$ cat src/rtl/clk_divider_prog.sv
// Programmable even-ratio clock divider: out = in / (2*(div+1)), 50% duty, glitch-free ratio changes.
// Optional period counter on the 'cycles' port is built when CLKDIV_PERIOD_CNT_EN is defined.
module clk_divider_prog #(
    parameter int DIV_W = 4,
    parameter int CNT_W = 16
) (
    input  logic             in,
    input  logic             rst,
    input  logic             en,
    input  logic [DIV_W-1:0] div,
    output logic             out,
    output logic             rise_pulse,
    output logic             pend
`ifdef CLKDIV_PERIOD_CNT_EN
    ,
    output logic [CNT_W-1:0] cycles
`endif
);

    if (DIV_W < 1 || CNT_W < 1) begin : g_bad_param
        $error("clk_divider_prog: DIV_W and CNT_W must be at least 1");
    end

    logic [DIV_W-1:0] act_div_q, act_div_d;
    logic [DIV_W-1:0] cnt_q, cnt_d;
    logic             out_q, out_d;
    logic             rise_q, rise_d;
    logic             pend_q, pend_d;
    logic             at_end;

    always_comb begin
        at_end    = (cnt_q == act_div_q);
        act_div_d = act_div_q;
        cnt_d     = cnt_q;
        out_d     = out_q;
        rise_d    = en & at_end & ~out_q;
        pend_d    = (div != act_div_q);
        if (en) begin
            if (at_end) begin
                cnt_d = '0;
                out_d = ~out_q;
                // Only the end of a high phase may take a new ratio, so no phase is ever cut short.
                if (out_q) begin
                    act_div_d = div;
                end
            end else begin
                cnt_d = cnt_q + 1'b1;
            end
        end else if (!out_q && (div != act_div_q)) begin
            // Stopped while low: restart the low phase cleanly with the new ratio.
            act_div_d = div;
            cnt_d     = '0;
        end
    end

    always_ff @(posedge in) begin
        if (rst) begin
            act_div_q <= div;
            cnt_q     <= '0;
            out_q     <= 1'b0;
            rise_q    <= 1'b0;
            pend_q    <= 1'b0;
        end else begin
            act_div_q <= act_div_d;
            cnt_q     <= cnt_d;
            out_q     <= out_d;
            rise_q    <= rise_d;
            pend_q    <= pend_d;
        end
    end

    assign out        = out_q;
    assign rise_pulse = rise_q;
    assign pend       = pend_q;

`ifdef CLKDIV_PERIOD_CNT_EN
    logic [CNT_W-1:0] cycles_q, cycles_d;

    always_comb begin
        cycles_d = cycles_q + CNT_W'(rise_q);
    end

    always_ff @(posedge in) begin
        if (rst) begin
            cycles_q <= '0;
        end else begin
            cycles_q <= cycles_d;
        end
    end

    assign cycles = cycles_q;
`endif

endmodule
$ cat config.mk
export PLATFORM = sky130hd
export DESIGN_NAME = clk_divider_prog
export DESIGN_NICKNAME = d
export VERILOG_FILES = /design/src/rtl/clk_divider_prog.sv
export SDC_FILE = /design/constraint.sdc
export NUM_CORES = 1
export LEC_CHECK = 0
export CAP_MARGIN = 20
export CORE_AREA = 2 2 39 41
export DETAILED_ROUTE_END_ITERATION = 10
export DIE_AREA = 0 0 41 43
export HOLD_SLACK_MARGIN = 0.03
export SLEW_MARGIN = 20
export SYNTH_ARGS = -nofsm -noshare
export SYNTH_HDL_FRONTEND = slang
export SYNTH_SLANG_ARGS = --single-unit
export TNS_END_PERCENT = 5
$ cat constraint.sdc
create_clock -name in -period 4.1 [get_ports in]
set_input_delay 0.82 -clock in [delete_from_list [all_inputs] [get_ports in]]
set_output_delay 0.82 -clock in [all_outputs]
set_load 0.01 [all_outputs]
Yosys cells after proc, flatten, opt, wreduce, memory -nomap -nowiden
Index checks and enable logic that the tools add are counted.
Widths: inputs -> output; s select.
{ "word_totals": {"out_inout_bits": 3, "ff_bits": 11, "in_bits": 7} }
{ "classes": {"muxes": 8, "n_eq_ne": 4, "add_sub_neg": 1, "bitwise_logic": 3, "reduce_logical": 6} }
{ "op_table": {"columns": ["operator", "n"], "rows": [
  ["$mux 4", 8],
  ["$ne 3x2->1 const B", 2],
  ["$add 4x1->4 const B", 1],
  ["$eq 4x4->1", 1],
  ["$ne 4x4->1", 1],
  ["$reduce_and 3->1", 1],
  ["$reduce_bool 3->1", 1],
  ["$and 1x1->1", 2],
  ["$reduce_and 2->1", 1],
  ["$reduce_bool 2->1", 1],
  ["$logic_and 1x1->1", 1],
  ["$logic_not 1->1", 1],
  ["$not 1->1", 1]
]} }

Depth between registers and ports, before layout
Gate-level depths: netlist (run 1).
{ "depth": {"ltp_word": 5, "mapped_depth": 4, "depth_no_buf": 4} }

Worst setup path after synthesis (run 1)
OpenSTA, ideal clock, no wires.
{ "synth_timing": {"path_type": "in2reg", "from": "input div[1]", "to": "register act_div_q[0] (enable)", "arrival_time_ns": 1.732, "stages": 4, "setup_time_ns": 0.259, "path_slack_ns": 2.108, "cell_sequence": "xor2_1 -> nor4_4 -> nor3_1 -> a311o_2"} }
{ "synth_between": {"elab_chain_cells": 4} }
{ "synth_lines": {"columns": ["element", "line_no", "text"], "rows": [
  ["from (decl)", "10", "input logic [DIV_W-1:0] div,"],
  ["$ne 4x4->1", "49", "end else if (!out_q && (div != act_div_q)) begin"],
  ["$logic_and 1x1->1", "49", null],
  ["$reduce_bool 3->1 (no line)", null, null],
  ["$reduce_and 3->1 (no line)", null, null],
  ["to (signal assigned)", "58", "act_div_q <= div;"],
  ["to (signal assigned)", "64", "act_div_q <= act_div_d;"],
  ["to (decl)", "24", "logic [DIV_W-1:0] act_div_q, act_div_d;"]
]} }
No other way between the ends.
A chain may end at the register's enable or synchronous reset.

Worst setup path after layout (run 1)
{ "layout_timing": {"from": "input div[1]", "to": "register act_div_q[2] (enable)"} }
The elaborated chain is that of the path after synthesis.

==> reports/summary.txt, run 1 <==
result of the run -> completed
start point of the critical path -> div[1]
synthesized flop and latch total -> 11
Post-Syn Nets -> 51
DR WL/cell -> 11.5 um
Hold/Removal Path Class -> flip-flop to flip-flop
commonest register cell after synthesis -> dfxtp_1
worst reg2reg startpoint -> act_div_q[1]$_DFFE_PP_
maxcap violations -> 0
TritonCTS sink count -> 11
Routability Congestion -> 0.629
nets -> 65
count of endpoints failing hold in the final timing report -> 0
post-CTS clock slew at the launch and capture registers of the worst setup and hold paths -> 0.06 ns
Final Total Pwr -> 0.000231 W
count of buffers inserted at the top-level ports -> 9
total number of placement rows -> 14
vias post-DR -> 367
1st-iter DRT viols -> 2
die span in y -> 43 um
RSZ-0062 raised after global routing -> false
drc violations -> 0
Post-synth ARST share -> 0%
count of antenna diodes in the layout -> 0
end point of the critical path -> act_div_q[2]$_DFFE_PP_
DIE WIDTH -> 41 um
TNS Setup -> 0 ns
average size of a mapped cell -> 12.4 sq um
cell leakage power -> 0.263 nW
detailed placer's ending HPWL -> 644 um
Max Freq -> 454 MHz
GR Util All Layers -> 13.4%
number of global-route vias before repair -> 329
multi-input gate area in the final layout -> 270 sq um
final period demand of the worst path -> 2.20 ns
signed area change from the synthesized netlist to the final layout -> 25.5%
final-report setup violation count -> 0
pin count of the biggest net entering global routing -> 9
H-tree levels -> 1
sequential cell area fraction in the yosys report -> 48.7%
Skew-Pair Late Insertion Delay -> 0.27 ns
met1 Resource Use GR -> 16.0%
buffers inserted by post-CTS timing repair -> 0
Resized cells post-CTS -> 0
power per standard cell area -> 345 mW/mm^2
critical setup path kind -> input pin to flip-flop
final core occ -> 48.5%
TritonCTS clock tree -> yes
Die Area -> 0.00176 sq mm
netlist area before placement -> 534 sq um
placeable core area -> 0.00138 sq mm
area used by sequential logic in the layout -> 260 sq um
worst relative slew slack -> 73.5%
global-route wire length before repair -> 1460 um
number of buffers on the longest clock path -> 2
part of the cycle the worst path needs -> 53.7%
number of enable-type register cells in the synthesized netlist -> 4
Routed WL -> 825 um
hold_ws -> 0.555 ns
worst-case clock skew -> 0.00506 ns
Mapped Cells -> 43
worst-case vdd ir drop -> 146 uV
most used routing layer -> met2
Antenna Nets Post-Route -> 0
initial antenna violation count -> 0
DR pass1 iterations -> 2
transition time of the tightest slew-check pin -> 0.387 ns
grt total ovfl -> 0
crit-path max FO -> 4
number of synthesis warnings -> 0
worst r2r dst -> act_div_q[2]$_DFFE_PP_
mean number of vias per cell -> 5.10
Worst R2R Path Depth -> 4
quantity of hold-fixing buffers added after cts -> 0
number of clock buffers inserted by TritonCTS -> 3
number of distinct library cells after synthesis -> 21
final count of pins violating max slew -> 0
met2 usage in global routing -> 17.8%
required time worst endpoint -> 4.12 ns
starting utilization of the core area -> 38.6%
endpoint arrival time on the critical path -> 2.22 ns
sort of element at the start of the critical path -> input pin
category of the worst setup path capture point -> flip-flop
root buffer selected by CTS -> clkbuf_4
number of top-level design ports -> 10
worst reg2reg setup slack -> 2.41 ns
proportion of layout cells with a drive suffix above 1 -> 17.9%
fill count -> 141
met3 routing resource usage after global routing -> 4.71%
==> metal layers <==
| layer | share of wire (%) | up-vias |
|---|---|---|
| li1 | - | 184 |
| met1 | 43 | 165 |
| met2 | 46 | 13 |
| met3 | 6.8 | 5 |
| met4 | 4.4 | 0 |
| met5 | 0 | - |
==> cell families (layout without fill, tap and decap cells) <==
logic type / Yosys count / in the layout / share of synthesized area (%)
simple gates: 13 / 13 / 18.5
flops: 11 / 11 / 48.7
xor+xnor: 9 / 9 / 14.8
compound gates: 6 / 6 / 10.1
mux: 2 / 2 / 4.92
fa+ha+maj: 1 / 1 / 2.34
buf+inv: 1 / 14 / 0.702
==> stage by stage <==
stage	setup slack (ns)	std cells	cell area (sq um)
5_1_grt	1.82	72	671
6_report	1.90	72	671
4_1_cts	1.88	72	671
3_5_place_dp	1.60	68	644
3_3_place_gp	1.63	68	644
2_1_floorplan	2.11	43	534
==> critical path, stage by stage <==
cell and delay (ns):
clkdlybuf4s50_1 0.42, xor2_1 0.17, nor4_4 0.32, nor3_1 0.07, a311o_2 0.41
==> layout make-up <==
cell class                 count  area share, %
clock buffer                   4           3.92
inverter                       1          0.560
multi-input combinational     31           40.3
sequential                    11           38.8
tap                           16           2.99
timing repair buffer           9           13.4
==> flip-flops by register name, summed over array words and instances (netlist names) <==
signal / cells
act_div_q: 4
out: 1
rise_pulse: 1
cnt_q: 4
pend: 1
==> how the worst min path moves through the flow <==
stage,startpoint,endpoint,slack [ns],depth (start not counted)
2_1_floorplan,cnt_q[2]$_SDFFE_PP0P_,cnt_q[2]$_SDFFE_PP0P_,0.51,1
3_3_place_gp,out$_SDFFE_PP0P_,rise_pulse$_SDFF_PP0_,0.54,1
3_5_place_dp,cnt_q[3]$_SDFFE_PP0P_,cnt_q[3]$_SDFFE_PP0P_,0.54,1
4_1_cts,out$_SDFFE_PP0P_,rise_pulse$_SDFF_PP0_,0.55,1
5_1_grt,cnt_q[2]$_SDFFE_PP0P_,cnt_q[2]$_SDFFE_PP0P_,0.59,1
6_report,out$_SDFFE_PP0P_,rise_pulse$_SDFF_PP0_,0.56,1
==> placed cells by master (no fill, tap or decap), drive strengths merged, types with 2 or more instances in the layout <==
| master | instances |
|---|---|
| dfxtp | 7 |
| a22o | 2 |
| edfxtp | 4 |
| mux2 | 2 |
| nor3 | 3 |
| nor4 | 2 |
| nor2 | 3 |
| clkbuf | 4 |
| nand2b | 2 |
| xor2 | 8 |
| clkdlybuf4s50 | 9 |
==> power by group <==
group / switching, W / total (W) / leakage, nW / internal, W
combinational: 0.0000158 / 0.0000326 / 0.151 / 0.0000167
sequential: 0.00000513 / 0.000125 / 0.0977 / 0.000119
clock: 0.0000364 / 0.0000741 / 0.0150 / 0.0000377
total: 0.0000574 / 0.000231 / 0.263 / 0.000174
==> Yosys cell counts, types with 2 or more instances <==
library cell / number / area share (%)
xor2_1: 8 / 13
dfxtp_1: 7 / 26
edfxtp_1: 4 / 22
nor2_1: 3 / 2.1
nor3_1: 3 / 2.8
nand2b_1: 2 / 2.3
nor4_4: 2 / 8.0
Power figures use the tool's default switching activity.
==> run 2, diff against run 1 <==
clock period = 2.3 ns   (was 4.1 ns; I/O delays follow)
==> run 2 against run 1 <==
  * Largest power group unchanged
  * Die area unchanged
  * Sequential share of layout area unchanged
  * Cell count unchanged
  * Wire length down 2.2%
  * Global-route usage down 0.74 points
  * Non-clock buffer count unchanged
  * Final area unchanged
==> reports/summary.txt, run 2 (synthesis gave the netlist of run 1 again) <==
result of the run -> completed
worst relative slew slack -> 74.3%
RSZ-0062 raised after global routing -> false
count of endpoints failing hold in the final timing report -> 0
starting utilization of the core area -> 38.6%
worst-case vdd ir drop -> 283 uV
number of clock buffers inserted by TritonCTS -> 3
met3 WL -> 59 um
post-CTS clock slew at the launch and capture registers of the worst setup and hold paths -> 0.07 ns
GR Util All Layers -> 12.7%
count of buffers inserted at the top-level ports -> 9
sort of element at the start of the critical path -> input pin
crit-path max FO -> 4
maxcap violations -> 0
Skew-Pair Late Insertion Delay -> 0.27 ns
drc violations -> 0
routed length on met1 -> 374 um
fin cells -> 72
power per standard cell area -> 610 mW/mm^2
placeable core area -> 0.00138 sq mm
vias post-DR -> 366
highest layer used for signal routing -> met4
final count of pins violating max slew -> 0
total number of placement rows -> 14
critical setup path kind -> input pin to flip-flop
global-route wire length before repair -> 1390 um
1st-iter DRT viols -> 6
DR pass1 iterations -> 4
TritonCTS sink count -> 11
worst-case clock skew -> 0.00242 ns
most common library cell in the layout ignoring fill and taps -> clkdlybuf4s50_1
H-tree levels -> 1
grt total ovfl -> 0
required time worst endpoint -> 2.32 ns
endpoint arrival time on the critical path -> 1.88 ns
signed area change from the synthesized netlist to the final layout -> 25.5%
category of the worst setup path capture point -> flip-flop
Routed WL -> 807 um
total met2 wirelength after detailed routing -> 346 um
root buffer selected by CTS -> clkbuf_4
TNS Setup -> 0 ns
pin count of the biggest net entering global routing -> 9
part of the cycle the worst path needs -> 81.0%
Die Area -> 0.00176 sq mm
initial antenna violation count -> 0
Resized cells post-CTS -> 0
number of global-route vias before repair -> 341
number of top-level design ports -> 10
registers with the highest flip-flop counts -> act_div_q (4), cnt_q (4)
commonest cells after routing, fill and taps aside -> clkdlybuf4s50_1 (9), xor2_1 (8), dfxtp_1 (7), edfxtp_1 (4)
mean number of vias per cell -> 5.08
TritonCTS clock tree -> yes
cell leakage power -> 0.263 nW
DR WL/cell -> 11.2 um
nets -> 65
die span in y -> 43 um
final period demand of the worst path -> 1.86 ns
Antenna Nets Post-Route -> 0
Routability Congestion -> 0.625
Hold/Removal Path Class -> flip-flop to flip-flop
number of buffers on the longest clock path -> 2
DIE WIDTH -> 41 um
transition time of the tightest slew-check pin -> 0.376 ns
buffers inserted by post-CTS timing repair -> 0
Max Freq -> 537 MHz
detailed placer's ending HPWL -> 654 um
proportion of layout cells with a drive suffix above 1 -> 17.9%
final-report setup violation count -> 0
count of antenna diodes in the layout -> 0
quantity of hold-fixing buffers added after cts -> 0
instance count after placement with tap cells included -> 68
==> run 2: final cells by class <==
type                            count  area (sq um)
Tap cell                           16          20.0
Multi-Input combinational cell     31           270
Clock buffer                        4          26.3
Sequential cell                    11           260
Fill cell                         138           713
Timing Repair Buffer                9          90.1
Inverter                            1          3.75
==> run 2: critical path: stages <==
cell and delay (ns):
clkdlybuf4s50_1 0.43, xor2_1 0.17, nor4_4 0.32, nor3_1 0.08, a311o_2 0.41
==> run 2: worst paths after layout <==
path         cells after the start                endpoint                   start  slack [ns]
max                              5  act_div_q[3]$_DFFE_PP_                  div[1]        0.44
max reg2reg                      4  act_div_q[3]$_DFFE_PP_  act_div_q[1]$_DFFE_PP_        0.61
min reg2reg                      1   rise_pulse$_SDFF_PP0_        out$_SDFFE_PP0P_        0.55
min                              1   rise_pulse$_SDFF_PP0_        out$_SDFFE_PP0P_        0.55
==> run 2: per-layer routing <==
layer  up-vias  global-route usage, %
met5         -                      0
met4         0                   12.0
met1       164                   15.9
li1        184                      -
met2        14                   15.6
met3         4                   4.71
==> run 2: per-stage QoR <==
step	cell area, sq um	hold WS [ns]	setup WS [ns]	utilization, %	power [W]
5_1_grt	671	0.588	0.376	48.5	0.000436
6_report	671	0.554	0.438	48.5	0.000409
4_1_cts	671	0.565	0.429	48.5	0.000417
3_5_place_dp	644	0.548	0.139	46.6	0.000285
2_1_floorplan	534	0.505	0.668	-	0.000261
3_3_place_gp	644	0.536	0.175	46.6	0.000284
==> run 2: report_power, final <==
| part | total, W | internal (W) | switching, W | leakage [nW] |
|---|---|---|---|---|
| Sequential | 0.000222 | 0.000213 | 0.00000905 | 0.0977 |
| Clock | 0.000129 | 0.0000671 | 0.0000619 | 0.0150 |
| Combinational | 0.0000578 | 0.0000298 | 0.0000280 | 0.151 |
| Total | 0.000409 | 0.000310 | 0.0000990 | 0.263 |
==> run 3, diff against run 2 <==
PLACE_DENSITY = 0.67   (was not set)
clock period = 1.6 ns   (was 2.3 ns; I/O delays follow)
==> run 3 against run 2 <==
  * Register-to-register slack got worse by 0.60 ns
  * Cell count rose by 6.9%
  * First-iteration DRC count grew 17%
  * Clock skew is 0.0068 ns higher
  * Die area unchanged
  * Combinational power is 64% higher
  * Sequential share of layout area shrank 3.1 points
  * Clock power grew 45%
  * Via count grew 5.2%
  * Clock-buffer cell count unchanged
  * Critical endpoint is now act_div_q[0]$_DFFE_PP_
  * Highest routed layer unchanged
==> reports/summary.txt, run 3 (synthesis gave the netlist of run 1 again) <==
internal power -> 0.000453 W
worst-case clock skew -> 0.00922 ns
Routability Congestion -> 0.706
drc violations -> 0
post-CTS clock slew at the launch and capture registers of the worst setup and hold paths -> 0.06 ns
critical setup path kind -> input pin to flip-flop
final count of pins violating max slew -> 0
DIE WIDTH -> 41 um
placeable core area -> 0.00138 sq mm
cell leakage power -> 0.305 nW
final period demand of the worst path -> 1.60 ns
maxcap violations -> 0
worst setup slack after layout -> 0.00464 ns
cell with the largest stage delay on the worst path -> clkdlybuf4s50_1
power per standard cell area -> 823 mW/mm^2
count of antenna diodes in the layout -> 0
Final Total Pwr -> 0.000602 W
worst-case vdd ir drop -> 461 uV
cells along the critical path -> clkdlybuf4s50_1 > xor2_2 > nor4_4 > nor3_1 > a311o_2
RSZ-0062 raised after global routing -> true
Max Freq -> 627 MHz
DR pass1 iterations -> 4
proportion of layout cells with a drive suffix above 1 -> 31.1%
TritonCTS sink count -> 11
TritonCTS clock tree -> yes
1st-iter DRT viols -> 7
pin count of the biggest net entering global routing -> 8
final-report setup violation count -> 0
initial antenna violation count -> 0
detailed placer's ending HPWL -> 671 um
required time worst endpoint -> 1.61 ns
Hold/Removal Path Class -> input pin to flip-flop
Die Area -> 0.00176 sq mm
transition time of the tightest slew-check pin -> 0.377 ns
Logic pwr share -> 15.8%
switching fraction of total power -> 24.8%
CP max stage delay -> 0.46 ns
number of global-route vias before repair -> 326
DR WL/cell -> 11.4 um
part of the power in the clock network -> 31.1%
Top Family by Delay on Critical Path -> buffers and inverters
number of buffers on the longest clock path -> 2
endpoint arrival time on the critical path -> 1.61 ns
signed area change from the synthesized netlist to the final layout -> 37.0%
H-tree levels -> 1
worst reg2reg setup slack -> 0.01 ns
count of buffers inserted at the top-level ports -> 9
worst relative slew slack -> 74.2%
fill count -> 131
sort of element at the start of the critical path -> input pin
quantity of hold-fixing buffers added after cts -> 0
Routed WL -> 877 um
commonest cells after routing, fill and taps aside -> dfxtp_1 (6), clkdlybuf4s50_1 (6), xor2_1 (5), buf_4 (5), edfxtp_1 (4)
nets -> 70
switching component of the power -> 0.000149 W
crit-path max FO -> 4
vias post-DR -> 385
grt total ovfl -> 0
result of the run -> completed
sequential fraction of design power -> 53.1%
Skew-Pair Late Insertion Delay -> 0.27 ns
count of endpoints failing hold in the final timing report -> 0
die span in y -> 43 um
global-route wire length before repair -> 1400 um
starting utilization of the core area -> 38.6%
number of clock buffers inserted by TritonCTS -> 3
number of buffer and inverter stages on the critical path -> 1
part of the cycle the worst path needs -> 99.7%
mean number of vias per cell -> 5.00
Antenna Nets Post-Route -> 0
total number of placement rows -> 14
category of the worst setup path capture point -> flip-flop
GR Util All Layers -> 13.3%
DP Worst Slack -> -0.330 ns
number of top-level design ports -> 10
root buffer selected by CTS -> clkbuf_4
registers with the highest flip-flop counts -> act_div_q (4), cnt_q (4)
==> run 3: cell count changes in the layout (fill, tap and decap cells not counted) <==
cell             change
buf_4                +5
clkdlybuf4s50_1      -3
dfxtp_1              -1
dfxtp_2              +1
dlygate4sd2_1        +2
dlymetal6s2s_1       +1
xor2_1               -3
xor2_2               +3
==> run 3: layout make-up <==
class	instances	area [sq um]	area share, %
timing repair buffer	14	128	17.4
inverter	1	3.75	0.513
tap	16	20.0	2.74
clock buffer	4	26.3	3.59
multi-input combinational	31	293	40.0
sequential	11	262	35.7
==> run 3: worst paths after layout <==
kind                               start                endpoint  depth (start not counted)
hold / removal                    div[2]  act_div_q[2]$_DFFE_PP_                          1
setup reg to reg  act_div_q[2]$_DFFE_PP_  act_div_q[0]$_DFFE_PP_                          4
hold reg to reg         out$_SDFFE_PP0P_   rise_pulse$_SDFF_PP0_                          1
setup / recovery                  div[3]  act_div_q[0]$_DFFE_PP_                          5
==> run 3: power by group through the flow <==
stage	clock network (W)	logic, W	registers [W]
2_1_floorplan	0	0.0000503	0.000324
3_3_place_gp	0	0.0000896	0.000325
3_5_place_dp	0	0.0000912	0.000325
4_1_cts	0.000200	0.0000958	0.000319
5_1_grt	0.000213	0.000103	0.000323
6_report	0.000187	0.0000950	0.000320
==> run 3: timing repair <==
action	in CTS	in global routing
buffers inserted	1	0
gates resized for setup	5	2
pin swaps	4	2
endpoints found under the setup margin	7	7
==> run 3: routing by layer <==
layer | wire length (um) | up-vias | GRT usage (%)
li1 | - | 194 | -
met1 | 390 | 176 | 16.8
met2 | 399 | 10 | 15.0
met3 | 63 | 5 | 9.42
met4 | 24 | 0 | 10.0
met5 | 0 | - | 0
==> run 3: through the flow <==
step	util, %	TNS (ns)	hold slack (ns)	std cells	area [sq um]
floorplan	-	0	0.392	43	534
global placement	48.7	-2.21	0.537	72	674
detailed placement	48.7	-2.44	0.540	72	674
CTS	52.2	-0.0883	0.432	77	722
global route	52.9	-0.347	0.294	77	732
finish	52.9	0	0.297	77	732
